==> src/rtl/fifo_stream_reader.sv <==
// fifo_stream_reader
// Drains a show-ahead FIFO through its q/empty/rdreq port and presents the
// words as a valid/ready stream. It groups words into PKT_LEN-word packets and
// tags the final word of each packet with last_o. A 2-entry skid buffer keeps
// one word per cycle flowing while ready_i toggles. pkt_cnt_o counts the
// packets whose last word has completed a handshake.

module fifo_stream_reader #(
  parameter int DWIDTH  = 4,
  parameter int PKT_LEN = 4,
  parameter int PCNT_W  = 16
) (
  input  logic              clk_i,
  input  logic              srst_i,
  input  logic              enable_i,
  input  logic [DWIDTH-1:0] fifo_q_i,
  input  logic              fifo_empty_i,
  output logic              fifo_rdreq_o,
  output logic [DWIDTH-1:0] data_o,
  output logic              valid_o,
  output logic              last_o,
  input  logic              ready_i,
  output logic [PCNT_W-1:0] pkt_cnt_o,
  output logic              busy_o
);

  localparam int IDX_W = (PKT_LEN > 1) ? $clog2(PKT_LEN) : 1;
  localparam logic [IDX_W-1:0] IDX_LAST = IDX_W'(PKT_LEN - 1);

  typedef enum logic [1:0] {
    ST_IDLE  = 2'd0,
    ST_RUN   = 2'd1,
    ST_DRAIN = 2'd2
  } state_t;

  state_t            state_r;
  state_t            state_nxt_s;
  logic [IDX_W-1:0]  idx_r;
  logic [IDX_W-1:0]  idx_nxt_s;
  logic [1:0]        occ_r;
  logic [DWIDTH-1:0] b0_data_r;
  logic [DWIDTH-1:0] b1_data_r;
  logic              b0_last_r;
  logic              b1_last_r;
  logic [PCNT_W-1:0] pkt_cnt_r;

  logic              window_s;
  logic              hs_s;
  logic              space_s;
  logic              pop_s;
  logic              tag_s;

  // Slot 0 is the head of the skid buffer; the stream is valid whenever it holds a word.
  assign valid_o   = (occ_r != 2'd0);
  assign hs_s      = valid_o & ready_i;
  assign window_s  = (state_r == ST_RUN) | (state_r == ST_DRAIN);
  // A full buffer still accepts a word when the head leaves in the same cycle.
  assign space_s   = (occ_r < 2'd2) | ((occ_r == 2'd2) & hs_s);
  // Gating with srst_i keeps the FIFO untouched in the reset cycle.
  assign pop_s     = window_s & ~fifo_empty_i & space_s & ~srst_i;
  assign tag_s     = (idx_r == IDX_LAST);

  assign fifo_rdreq_o = pop_s;
  assign data_o       = valid_o ? b0_data_r : {DWIDTH{1'b0}};
  assign last_o       = valid_o & b0_last_r;
  assign pkt_cnt_o    = pkt_cnt_r;
  assign busy_o       = (state_r != ST_IDLE) | (occ_r != 2'd0);

  // Word index after this cycle's pop, wrapping at the packet boundary.
  always_comb begin
    idx_nxt_s = idx_r;
    if (pop_s) begin
      if (tag_s) begin
        idx_nxt_s = {IDX_W{1'b0}};
      end else begin
        idx_nxt_s = idx_r + IDX_W'(1);
      end
    end else begin
      idx_nxt_s = idx_r;
    end
  end

  // Next-state logic; RUN looks at the post-pop index so a word fetched while
  // enable_i falls is accounted to the right packet boundary.
  always_comb begin
    state_nxt_s = state_r;
    case (state_r)
      ST_IDLE: begin
        if (enable_i) begin
          state_nxt_s = ST_RUN;
        end else begin
          state_nxt_s = ST_IDLE;
        end
      end
      ST_RUN: begin
        if (enable_i) begin
          state_nxt_s = ST_RUN;
        end else if (idx_nxt_s == {IDX_W{1'b0}}) begin
          state_nxt_s = ST_IDLE;
        end else begin
          state_nxt_s = ST_DRAIN;
        end
      end
      ST_DRAIN: begin
        if (pop_s & tag_s) begin
          if (enable_i) begin
            state_nxt_s = ST_RUN;
          end else begin
            state_nxt_s = ST_IDLE;
          end
        end else begin
          state_nxt_s = ST_DRAIN;
        end
      end
      default: begin
        state_nxt_s = ST_IDLE;
      end
    endcase
  end

  // State register and packet word index.
  always_ff @(posedge clk_i) begin
    if (srst_i) begin
      state_r <= ST_IDLE;
      idx_r   <= {IDX_W{1'b0}};
    end else begin
      state_r <= state_nxt_s;
      idx_r   <= idx_nxt_s;
    end
  end

  // Skid buffer: pops append behind the current contents, handshakes shift the head out.
  always_ff @(posedge clk_i) begin
    if (srst_i) begin
      occ_r     <= 2'd0;
      b0_data_r <= {DWIDTH{1'b0}};
      b1_data_r <= {DWIDTH{1'b0}};
      b0_last_r <= 1'b0;
      b1_last_r <= 1'b0;
    end else begin
      case ({pop_s, hs_s})
        2'b10: begin
          occ_r <= occ_r + 2'd1;
          if (occ_r == 2'd0) begin
            b0_data_r <= fifo_q_i;
            b0_last_r <= tag_s;
          end else begin
            b1_data_r <= fifo_q_i;
            b1_last_r <= tag_s;
          end
        end
        2'b01: begin
          occ_r     <= occ_r - 2'd1;
          b0_data_r <= b1_data_r;
          b0_last_r <= b1_last_r;
        end
        2'b11: begin
          if (occ_r == 2'd1) begin
            b0_data_r <= fifo_q_i;
            b0_last_r <= tag_s;
          end else begin
            b0_data_r <= b1_data_r;
            b0_last_r <= b1_last_r;
            b1_data_r <= fifo_q_i;
            b1_last_r <= tag_s;
          end
        end
        default: begin
          occ_r <= occ_r;
        end
      endcase
    end
  end

  // Count packets whose last word has been accepted by the consumer.
  always_ff @(posedge clk_i) begin
    if (srst_i) begin
      pkt_cnt_r <= {PCNT_W{1'b0}};
    end else if (hs_s & b0_last_r) begin
      pkt_cnt_r <= pkt_cnt_r + PCNT_W'(1);
    end else begin
      pkt_cnt_r <= pkt_cnt_r;
    end
  end

endmodule

==> config.mk <==
export PLATFORM = sky130hd
export DESIGN_NAME = fifo_stream_reader
export DESIGN_NICKNAME = d
export VERILOG_FILES = /design/src/rtl/fifo_stream_reader.sv
export SDC_FILE = /design/constraint.sdc
export NUM_CORES = 1
export LEC_CHECK = 0
export BUFFER_PORTS_ARGS = -buffer_cell sky130_fd_sc_hd__buf_2
export CAP_MARGIN = 15
export CORE_MARGIN = 1
export CORE_UTILIZATION = 51
export CTS_BUF_LIST = sky130_fd_sc_hd__clkbuf_8
export DETAILED_ROUTE_END_ITERATION = 10
export PLACE_DENSITY = 0.75
export SLEW_MARGIN = 20
export SYNTH_ARGS = -nofsm -noshare
export SYNTH_HDL_FRONTEND = slang
export SYNTH_SLANG_ARGS = --single-unit
export TNS_END_PERCENT = 20
==> constraint.sdc <==
create_clock -name clk_i -period 2.6 [get_ports clk_i]
set_input_delay 0.26 -clock clk_i [delete_from_list [all_inputs] [get_ports clk_i]]
set_output_delay 0.26 -clock clk_i [all_outputs]
set_load 0.01 [all_outputs]
==> flow_summary_export.csv <==
group,metric,value,unit
run_status,status,"finished clean",
power_and_ir_drop,p_sw,510,uW
setup_path,crit_chain,"inv_2, ha_1, buf_4, nand3b_1, a21oi_4, buf_2",
drt,drc,0,
timing,fin_skew,0.00754,ns
die,row_count,20,
grt,grt_overflow,0,
timing,fin_crit_sh,85.3,%
finish,syn2layout_area_growth,19.9,%
clocking,cts_hold_buf,0,
clocking,cts_root_buf,"clkbuf_8",
yosys,seq_area_frac_synth,38.2,%
yosys,syn_nets,200,
placed_design,gp_congestion,0.807,
hold_path,hold_path_end,"b1_data_r[2]",
power_and_ir_drop,switching_share,31.9,%
finish,fin_area,0.00201,mm^2
timing,rsz0062_at_grt,"no",
timing,fmax,0.451,GHz
hold_path,min_from,"fifo_q_i[2]",
clocking,numCtsBuffers,5,
grt,grt_pass1_wl,5.71,mm
die,dieArea,0.00352,mm^2
finish,layout_common_cells,"dfxtp_1 (32), buf_2 (32), nor2_1 (28)",
yosys,synth_area_per_cell,9.21,um^2
setup_path,rr_endpoint,"b0_data_r[0]",
drt,wl_per_cell,12.6,um
power_and_ir_drop,power_frac_comb,30.7,%
finish,n_antenna_cell,0,
setup_path,r2r-start,"occ_r[1]",
drt,drt-initial-drc-count,85,
yosys,synth.yosys.warnings,0,
power_and_ir_drop,seqPwrFrac,37.1,%
setup_path,critPathKind,"reg -> out",
setup_path,crit_path_max_incr_delay,0.52,ns
timing,hold_viol_final,0,
timing,fin_crit,2.22,ns
yosys,syn_inst,182,
die,initial_utilization,54.4,%
setup_path,critPathSlowestCell,"dfxtp_1",
yosys,synth_seq_cells,32,
setup_path,crit_required,2.34,ns
die,die_x,59.3,um
timing,setup_viol,0,
power_and_ir_drop,p_leak,0.855,nW
setup_path,path_delay_family,"flip-flops",
yosys,syn-cell-area,0.00168,mm^2
clocking,insertion_delay,0.28,ns
power_and_ir_drop,p_clk_share,32.3,%
setup_path,worstPathMaxFanout,11,
clocking,cts_resized,0,
timing,slew_headroom,70.9,%
setup_path,end_kind,"primary output",
placed_design,port_buffers,32,
die,pin_count,33,
timing,worstMarginPinSlew,0.435,ns
setup_path,rrSetupSlack,0.45,ns
drt,viasPerCell,5.22,
clocking,cts_tree,"done",
hold_path,min_path_cells,3,
drt,ant_nets,0,
placed_design,hpwl,2.56,mm
timing,drv_slew,0,
die,die_y,59.3,um
placed_design,dpl.cell_count,255,
power_and_ir_drop,p_int,1.09,mW
grt,grt_pass1_vias,1360,
clocking,clk_pin_slew,0.06,ns
placed_design,place_area,0.00188,mm^2
flow_run,max-cap-violations,0,
drt,vias,1373,
drt,routed_wl,3.32,mm
power_and_ir_drop,worst_ir_drop_vdd,0.622,mV
drt,dr.pass1.iters,4,
grt,grt_usage,21.6,%
setup_path,r2r_cells,7,
finish,drive_above_1_share,23.7,%
finish,finalNonFillerCells,263,
setup_path,crit_buf_inv,3,
power_and_ir_drop,power.density,796,mW/mm^2
die,fp.coreArea,0.00308,mm^2
clocking,clockBufferDepth,2,
grt,grt_max_degree,29,
yosys,yosysUniqueCellTypes,42,
timing,finalSetupTns,0,ns
setup_path,crit_arrival,1.96,ns
clocking,cts.sinks,32,
clocking,htreeDepth,2,
clocking,cts_setup_buffers,0,
hold_path,min_path_type,"in -> reg",
finish,final_net_count,236,
grt,antenna_found_initial,0,
setup_path,start_kind,"flop",
-- synth_stat cells (all sizes together) --
master | n | share of area (%)
o211ai | 1 | 0.75
nor4b | 1 | 0.52
and3 | 2 | 0.75
nor3b | 2 | 1.2
a31o | 1 | 0.52
ha | 9 | 6.7
clkbuf | 3 | 0.67
nand3b | 1 | 0.45
inv | 8 | 1.8
a21oi | 7 | 2.8
nand4 | 3 | 1.5
a31oi | 3 | 1.5
a211oi | 5 | 2.2
a311oi | 1 | 0.52
nand2 | 7 | 1.6
nor3 | 4 | 1.2
nor2b | 9 | 3.4
nor2 | 28 | 6.3
nand3 | 5 | 1.5
xnor2 | 10 | 5.2
and2 | 1 | 0.37
dfxtp | 32 | 38
buf | 3 | 1.2
nor4 | 7 | 3.5
o21ai | 3 | 0.90
nand2b | 4 | 1.5
o31ai | 1 | 1.3
xor2 | 3 | 1.6
or3 | 2 | 0.75
nand4b | 1 | 0.52
or3b | 1 | 0.67
mux2i | 12 | 7.2
mux2 | 2 | 1.3
-- state kept, by name (all words and copies together) (netlist names) --
| register | cells |
|---|---|
| b0_data_r | 4 |
| b0_last_r | 1 |
| b1_data_r | 4 |
| b1_last_r | 1 |
| idx_r | 2 |
| occ_r | 2 |
| pkt_cnt_o | 16 |
| state_r | 2 |
-- final cells by class --
type                    instances  area, um^2
clock buffers                   7        96.3
clock inverters                 1        30.0
fillers                       273        1070
inverters                       8        30.0
multi-input cells             136         973
flip-flops and latches         32         641
well taps                      44        55.1
repair buffers                 35         183
-- worst max path at each step --
stage | startpoint | to | cells past startpoint
after global routing | occ_r[1] | fifo_rdreq_o | 6
after detailed placement | occ_r[1] | b0_data_r[0] | 7
final | occ_r[1] | fifo_rdreq_o | 6
after floorplan | occ_r[1] | pkt_cnt_o[10] | 7
after global placement | occ_r[1] | pkt_cnt_o[13] | 6
after CTS | occ_r[1] | fifo_rdreq_o | 6
-- routing by layer --
metal	share of wire [%]	wire length, um	vias to the layer above	GRT usage, %
met5	0	0	-	0
met4	1.0	34	0	6.80
met3	3.1	103	5	4.80
met2	55	1840	20	42.9
met1	41	1340	640	21.8
li1	-	-	708	-
-- power by group through the flow --
| stage | Combinational (mW) | Clock, mW | Sequential, mW |
|---|---|---|---|
| 2_1_floorplan | 0.367 | 0 | 0.593 |
| 3_3_place_gp | 0.460 | 0 | 0.600 |
| 3_5_place_dp | 0.485 | 0 | 0.605 |
| 4_1_cts | 0.493 | 0.523 | 0.593 |
| 5_1_grt | 0.544 | 0.543 | 0.598 |
| 6_report | 0.491 | 0.516 | 0.593 |
-- stage by stage --
| stage | setup WS, ns | total power [mW] | hold WS [ns] | util, % |
|---|---|---|---|---|
| after floorplan | 0.749 | 0.960 | 0.404 | - |
| after global placement | 0.591 | 1.06 | 0.480 | 61.1 |
| after detailed placement | 0.470 | 1.09 | 0.485 | 61.1 |
| after CTS | 0.389 | 1.61 | 0.242 | 65.2 |
| after global routing | 0.273 | 1.69 | 0.269 | 65.2 |
| final | 0.383 | 1.60 | 0.243 | 65.2 |
-- cell families after synthesis --
logic type / after synthesis / share of synthesized area, %
fa+ha+maj: 9 / 6.72
simple gates: 78 / 25.6
mux: 14 / 8.51
buf+inv: 14 / 3.66
compound gates: 22 / 10.5
flops: 32 / 38.2
xor+xnor: 13 / 6.80
-- worst register-to-register path, cell delays in order (launching register included) --
cell and delay (ns):
dfxtp_1 0.52, inv_2 0.11, ha_1 0.21, buf_4 0.17, nand2b_1 0.23, a31oi_2 0.41
mux2i_1 0.28, a211oi_1 0.09
(Power assumes the default switching activity.)
